## config.mk

```make
export PLATFORM = sky130hd
export DESIGN_NAME = mem_arbiter
export DESIGN_NICKNAME = d
export VERILOG_FILES = /design/src/rtl/mem_arbiter.sv
export SDC_FILE = /design/constraint.sdc
export NUM_CORES = 1
export LEC_CHECK = 0
export ABC_AREA = 1
export ABC_CLOCK_PERIOD_IN_PS = 2700
export CAP_MARGIN = 20
export CORE_UTILIZATION = 35
export DETAILED_ROUTE_END_ITERATION = 10
export PLACE_DENSITY = 0.81
export SKIP_LAST_GASP = 1
export SYNTH_ARGS = -nofsm -noshare
export SYNTH_HDL_FRONTEND = slang
export SYNTH_SLANG_ARGS = --single-unit
```

## constraint.sdc

```tcl
create_clock -name clk -period 2.7 [get_ports clk]
set_input_delay 0.81 -clock clk [delete_from_list [all_inputs] [get_ports clk]]
set_output_delay 0.81 -clock clk [all_outputs]
set_load 0.01 [all_outputs]
```

## src/rtl/mem_arbiter.sv

```systemverilog
// mem_arbiter: shares one single-port, byte-writable RAM between the
// instruction-fetch port and the data port of the core. Data accesses win
// arbitration, but a data streak limit guarantees a waiting fetch gets in.
// Each port sees a combinational stall that holds its pipeline stage until
// the RAM access for that port has completed.
module mem_arbiter #(
   parameter int          ADDR_W          = 32,
   parameter int          MAX_DATA_STREAK = 4,
   parameter logic [31:0] RESET_INSTR     = 32'h00000013
) (
   input  logic              clk,
   input  logic              reset_n,

   input  logic [ADDR_W-1:0] IMEM_addr_i,
   input  logic              IMEM_read_n_i,
   output logic [31:0]       IMEM_data_o,
   output logic              IMEM_stall_o,

   input  logic [ADDR_W-1:0] DMEM_addr_i,
   input  logic [31:0]       DMEM_data_i,
   input  logic              DMEM_read_i,
   input  logic [3:0]        DMEM_write_byte_i,
   output logic [31:0]       DMEM_data_o,
   output logic              DMEM_stall_o,

   output logic              RAM_req_o,
   output logic [ADDR_W-1:0] RAM_addr_o,
   output logic [31:0]       RAM_wdata_o,
   output logic [3:0]        RAM_we_o,
   input  logic              RAM_ack_i,
   input  logic [31:0]       RAM_rdata_i
);

   // Streak counter must be able to hold MAX_DATA_STREAK itself.
   localparam int STREAK_W = $clog2(MAX_DATA_STREAK + 1);
   localparam logic [STREAK_W-1:0] STREAK_MAX = STREAK_W'(MAX_DATA_STREAK);
   localparam logic [STREAK_W-1:0] STREAK_ONE = STREAK_W'(1);

   typedef enum logic [1:0] {
      IDLE  = 2'd0,
      DATA  = 2'd1,
      INSTR = 2'd2
   } state_t;

   state_t              r_state;
   state_t              w_nextState;

   logic                r_ramReq;
   logic [ADDR_W-1:0]   r_ramAddr;
   logic [31:0]         r_ramWdata;
   logic [3:0]          r_ramWe;
   logic [31:0]         r_imemData;
   logic [31:0]         r_dmemData;
   logic                r_iDone;
   logic                r_dDone;
   logic [STREAK_W-1:0] r_streak;

   logic                w_ireq;
   logic                w_dreq;
   logic                w_eligI;
   logic                w_eligD;
   logic                w_anyDone;
   logic                w_grantD;
   logic                w_grantI;
   logic                w_dataAck;
   logic                w_instrAck;

   // Request decode: a store with a read strobe is still a store because its
   // byte enables are non-zero and get captured as the RAM write enables.
   assign w_ireq    = ~IMEM_read_n_i;
   assign w_dreq    = DMEM_read_i | (|DMEM_write_byte_i);
   assign w_eligI   = w_ireq & ~r_iDone;
   assign w_eligD   = w_dreq & ~r_dDone;
   assign w_anyDone = r_iDone | r_dDone;

   // Acks only mean something while a transfer is outstanding.
   assign w_dataAck  = (r_state == DATA)  & RAM_ack_i;
   assign w_instrAck = (r_state == INSTR) & RAM_ack_i;

   assign IMEM_stall_o = w_ireq & ~r_iDone;
   assign DMEM_stall_o = w_dreq & ~r_dDone;

   assign RAM_req_o   = r_ramReq;
   assign RAM_addr_o  = r_ramAddr;
   assign RAM_wdata_o = r_ramWdata;
   assign RAM_we_o    = r_ramWe;
   assign IMEM_data_o = r_imemData;
   assign DMEM_data_o = r_dmemData;

   // State register.
   always_ff @(posedge clk or negedge reset_n) begin
      if (!reset_n) begin
         r_state <= IDLE;
      end else begin
         r_state <= w_nextState;
      end
   end

   // Arbitration and transfer sequencing. The done cycle is a turnaround
   // cycle: the finished requester advances and nobody is granted, so a
   // back-to-back data stream competes with a waiting fetch on equal footing
   // every access and the streak limit decides who goes next.
   always_comb begin
      w_nextState = r_state;
      w_grantD    = 1'b0;
      w_grantI    = 1'b0;
      case (r_state)
         IDLE: begin
            if (!w_anyDone) begin
               if (w_eligD && !(w_eligI && (r_streak == STREAK_MAX))) begin
                  w_grantD    = 1'b1;
                  w_nextState = DATA;
               end else if (w_eligI) begin
                  w_grantI    = 1'b1;
                  w_nextState = INSTR;
               end
            end
         end
         DATA: begin
            if (RAM_ack_i) begin
               w_nextState = IDLE;
            end
         end
         INSTR: begin
            if (RAM_ack_i) begin
               w_nextState = IDLE;
            end
         end
         default: begin
            w_nextState = IDLE;
         end
      endcase
   end

   // RAM command registers: loaded on a grant, held until the ack edge.
   always_ff @(posedge clk or negedge reset_n) begin
      if (!reset_n) begin
         r_ramReq   <= 1'b0;
         r_ramAddr  <= '0;
         r_ramWdata <= '0;
         r_ramWe    <= '0;
      end else if (w_grantD) begin
         r_ramReq   <= 1'b1;
         r_ramAddr  <= DMEM_addr_i;
         r_ramWdata <= DMEM_data_i;
         r_ramWe    <= DMEM_write_byte_i;
      end else if (w_grantI) begin
         r_ramReq   <= 1'b1;
         r_ramAddr  <= IMEM_addr_i;
         r_ramWdata <= '0;
         r_ramWe    <= '0;
      end else if (w_dataAck || w_instrAck) begin
         r_ramReq   <= 1'b0;
         r_ramWe    <= '0;
      end
   end

   // Read-data capture; stores leave the load data register untouched.
   always_ff @(posedge clk or negedge reset_n) begin
      if (!reset_n) begin
         r_imemData <= RESET_INSTR;
         r_dmemData <= '0;
      end else begin
         if (w_instrAck) begin
            r_imemData <= RAM_rdata_i;
         end
         if (w_dataAck && (r_ramWe == 4'b0000)) begin
            r_dmemData <= RAM_rdata_i;
         end
      end
   end

   // One-cycle done pulses that release the stall and block an immediate
   // re-grant of the request the pipeline has not yet advanced past.
   always_ff @(posedge clk or negedge reset_n) begin
      if (!reset_n) begin
         r_iDone <= 1'b0;
         r_dDone <= 1'b0;
      end else begin
         r_iDone <= w_instrAck;
         r_dDone <= w_dataAck;
      end
   end

   // Data streak: counts data grants made while a fetch is waiting,
   // saturating at the limit; any fetch grant or uncontested data grant
   // starts the count over.
   always_ff @(posedge clk or negedge reset_n) begin
      if (!reset_n) begin
         r_streak <= '0;
      end else if (w_grantD) begin
         if (w_ireq) begin
            if (r_streak != STREAK_MAX) begin
               r_streak <= r_streak + STREAK_ONE;
            end
         end else begin
            r_streak <= '0;
         end
      end else if (w_grantI) begin
         r_streak <= '0;
      end
   end

endmodule
```

Word level (Yosys, flattened, before mapping)
Index checks and enable logic that the tools add are counted.
Widths: inputs -> output; s select.
{ "totals": {"ff_bits": 140, "in_bits": 137, "out_inout_bits": 135, "word_cells": 67} }
{ "classes": {"n_addsub": 1, "n_eq_ne": 8, "muxes": 26, "bitwise": 9, "n_reduce_logical": 13} }
{ "ops": {"columns": ["cell", "count"], "rows": [
  ["$mux 32", 4],
  ["$mux 3", 4],
  ["$mux 4", 3],
  ["$mux 1", 10],
  ["$mux 2", 4],
  ["$ne 3x3->1 const B", 2],
  ["$and 1x1->1", 4],
  ["$logic_not 4->1", 1],
  ["$pmux 2 s2", 1],
  ["$reduce_or 4->1", 1],
  ["$add 3x1->3 const B", 1],
  ["$eq 3x3->1 const B", 1],
  ["$logic_and 1x1->1", 3],
  ["$ne 3x2->1 const B", 1],
  ["$not 1->1", 3],
  ["$reduce_and 3->1", 1],
  ["$reduce_bool 3->1", 1],
  ["$eq 2x1->1 const B", 1],
  ["$eq 2x2->1 const B", 1],
  ["$logic_not 2->1", 1],
  ["$ne 2x1->1 const B", 1],
  ["$ne 2x2->1 const B", 1],
  ["$or 1x1->1", 2],
  ["$reduce_and 2->1", 1],
  ["other kinds (4)", 4]
]} }

Logic depth before layout (Yosys ltp)
{ "depth": {"ltp_word": 10, "mapped_depth": 12, "ltp_nobuf": 11} }

Least setup slack after synthesis
OpenSTA, ideal clock, no wires.
{ "synth_timing": {"path_kind": "in2out", "start": "input port DMEM_read_i", "end": "output port DMEM_stall_o", "t_arrival_ps": 1225, "t_required_ps": 1890, "setup_slack_ps": 665, "cell_stages": 4, "path_buffers": 0, "path_cell_list": "nor2_1 -> nand3_1 -> nand2_1 -> inv_1"} }
{ "synth_via": {"elab_chain_cells": 2} }
{ "synth_lines": {"columns": ["item", "line", "rtl"], "rows": [
  ["start: declaration", "21", "input logic DMEM_read_i,"],
  ["$or 1x1->1", "71", "assign w_dreq = DMEM_read_i | (|DMEM_write_byte_i);"],
  ["$and 1x1->1", "81", "assign DMEM_stall_o = w_dreq & ~r_dDone;"],
  ["end: declaration", "24", "output logic DMEM_stall_o,"]
]} }
Every way passes these cells.

Final worst setup path
{ "layout_timing": {"start": "input port IMEM_read_n_i", "end": "output port IMEM_stall_o"} }
{ "layout_via": {"elab_chain_cells": 2} }
{ "layout_lines": {"columns": ["item", "line", "rtl"], "rows": [
  ["start: declaration", "15", "input logic IMEM_read_n_i,"],
  ["$not 1->1", "70", "assign w_ireq = ~IMEM_read_n_i;"],
  ["$and 1x1->1", "80", "assign IMEM_stall_o = w_ireq & ~r_iDone;"],
  ["end: declaration", "17", "output logic IMEM_stall_o,"]
]} }
Every way passes these cells.

==> impl_results.md <==
* Cell Pwr Density at 1245 mW/mm²
* CTS Hold Bufs at 0
* TNS Setup at 0 ps
* Most frequent cells in the layout: nand2_1 (375), clkdlybuf4s50_1 (268), dfrtp_1 (137)
* Final period util at around 95%
* FP Rows at 46
* Layout Cells excl Fill at about 1,200
* Antenna violations before repair at 0
* Switching Fraction at a little under two fifths
* Slew HR at around 62%
* Switching pwr at between 4 and 5 mW
* Post-synthesis cell count at ~690
* Critical Path RT at approximately 1900 ps
* Hold Crit Class: input pin to async pin
* GR Overflow Total at 0
* Overall Global Routing Usage at between 10% and 20%
* WL final at between 15,000 and 20,000 µm
* First-pass GRT wire length at 24,940 µm
* Vias in the first global route at 5,106
* Most common cell after layout, fill and taps aside: nand2_1
* # DRC at 0
* Starting density of the core at 36.23%
* Vias/cell at 4.456
* P_leak at around 4.7 nW
* Worst hold margin at approximately 360 ps
* Setup repair after global routing missed its margin: no
* Number of I/O port buffers at about 270
* Final hold vios at 0
* Register area share after synthesis at between 60 and 70%
* Status: complete, no violations
* EDFF count, synth at 0
* Sequential power share at slightly above 30%
* Inst Count DP at 1,160
* Diode count at 0
* Final net count at about 1,100
* Largest net degree at the start of global routing at 65
* Die Area at ~0.017 mm²
* CTS Buf Count at 17
* Worst VDD drop at between 0.0005 and 0.0006 V
* Design area at ~0.0094 mm²
* Post-Syn Nets at between 800 and 900
* DP Area at 0.008777 mm²
* Ys async rst share at 100.0%
* Crit path DAT at between 1500 and 2000 ps
* Layout cells sized above 1 at around 5.9%
* Critical Path End Type: output pin
* Max Cap Viol at 0
* Clock Path Buffers at 2
* CTS root buf: clkbuf_16
* Crit Path Class: input pin to output pin
* Met3 wire length at between 1500 and 2000 µm
* Clock power frac at a little over a fifth
* Placer Congestion at 0.7563
* CP max FO at 3
* Slew Viols, Final at 0
* Die W at ~130 µm
* Syn_area_per_cell at 8.365 µm²
* Top_reg_cell synth: dfrtp_1
* Critical path launch point type: input pin
* Synth warn at 0
* CTS tree: built
* Synthesized area at about 0.0058 mm²
* Initial DRC count at ~170
* Final ANT Viol Nets at 0
* DRT met1 WL at 6601 µm
* Clock transition at path regs at approximately 60 ps
* WL per Instance at 13.63 µm
* Top Layer Used: met4
* DRT Pass-1 Iters at 4
* CTS sink count at 140
* Area grow syn2layout at 62.31%
* Clk_lat worst skew at 410 ps
* Synth Register Bits at 140
* Actual slew at the worst max-slew pin at 571.6 ps
* Tmin final at roughly 2600 ps
* Int Pwr at around 7.4 mW
* Die outline height at roughly 130 µm
* Part of the power in combinational logic at 47.5%
* Core box area at roughly 0.016 mm²
* DPL Wire Length at roughly 12,000 µm
* Final core utilization at between 50% and 60%
* Setup Skew at roughly 8.4 ps
* Met2 wire len at ~7500 µm
* Post-synthesis cell type count at 20
* I/O pins at roughly 270
* Maximum clock rate at 0.3887 GHz
* Vias at 5,307
* # H-tree levels at 4
* Final Setup Violations at 0
state kept, by name (all words and copies together), names as in the netlist:
name and cells:
RAM_wdata_o 32, r_streak 3, DMEM_data_o 32, r_state 2, RAM_addr_o 32, RAM_we_o 4, r_iDone 1, r_dDone 1
IMEM_data_o 32, RAM_req_o 1
synth_stat cells (3+ instances only):
library cell / number / area, µm²
nand3_1: 10 / 50.05
clkbuf_1: 13 / 48.80
nand2_1: 377 / 1415
o21ai_0: 67 / 335.3
dfstp_2: 3 / 78.83
nor2_1: 5 / 18.77
buf_2: 17 / 85.08
buf_4: 3 / 22.52
inv_2: 3 / 11.26
inv_1: 45 / 168.9
dfrtp_1: 137 / 3428
ha_1: 5 / 62.56
what timing repair did:
item,in CTS,in global routing
setup endpoints to repair,2,1
buffers inserted,0,0
gates resized for setup,2,2
power by group through the flow:
| stage | Combinational [mW] | Clock [mW] | Sequential, mW |
|---|---|---|---|
| 3_3_place_gp | 5.54 | 0 | 3.61 |
| 3_5_place_dp | 5.68 | 0 | 3.64 |
| 6_report | 5.56 | 2.51 | 3.64 |
| 2_1_floorplan | 2.41 | 0 | 4.05 |
| 5_1_grt | 6.23 | 2.68 | 3.76 |
| 4_1_cts | 5.67 | 2.58 | 3.64 |
cell families (layout without fill, tap and decap cells):
| logic type | after synthesis | count (layout) | share of synthesized area (%) |
|---|---|---|---|
| XOR/XNOR | 1 | 1 | 0.1511 |
| AO/OA/AOI/OAI | 68 | 68 | 6.065 |
| AND/OR/NAND/NOR | 398 | 398 | 26.40 |
| adder cells (fa/ha/maj) | 5 | 5 | 1.079 |
| buffers and inverters | 81 | 363 | 5.806 |
| flip-flops | 140 | 140 | 60.50 |
metal layers:
metal | GRT usage (%) | up-vias
li1 | - | 2657
met1 | 22.29 | 2416
met2 | 31.34 | 217
met3 | 8.225 | 17
met4 | 7.099 | 0
met5 | 0 | -
worst paths after layout:
path / startpoint / endpoint / slack (ps) / depth (start not counted)
worst max-delay path: IMEM_read_n_i / IMEM_stall_o / 130 / 3
worst max register to register: r_state[0] / RAM_wdata_o[13] / 950 / 10
worst min-delay path: reset_n / IMEM_data_o[25] / 360 / 1
worst min register to register: RAM_wdata_o[8] / RAM_wdata_o[8] / 470 / 2
max in group asynchronous: reset_n / RAM_addr_o[20] / 1670 / 2
min in group clk: RAM_wdata_o[8] / RAM_wdata_o[8] / 470 / 2
worst max-delay path, cell delays in order:
cell and delay (ps):
clkdlybuf4s50_1 520, nor2_2 140, dlygate4sd2_1 300
cell type report:
type,count,area (µm²)
tap,216,270.3
fill,1363,6591
sequential,140,3507
clock inverter,11,181.4
multi-input combinational,472,1958
inverter,48,180.2
clock buffer,20,456.7
timing repair buffer,284,2855
through the flow:
| stage | power (mW) | setup WS, ps |
|---|---|---|
| 4_1_cts | 11.90 | 31.35 |
| 3_5_place_dp | 9.319 | -237.6 |
| 5_1_grt | 12.67 | 78.58 |
| 3_3_place_gp | 9.152 | -217.5 |
| 6_report | 11.71 | 127.1 |
| 2_1_floorplan | 6.455 | 665.3 |
Power figures use the tool's default switching activity.
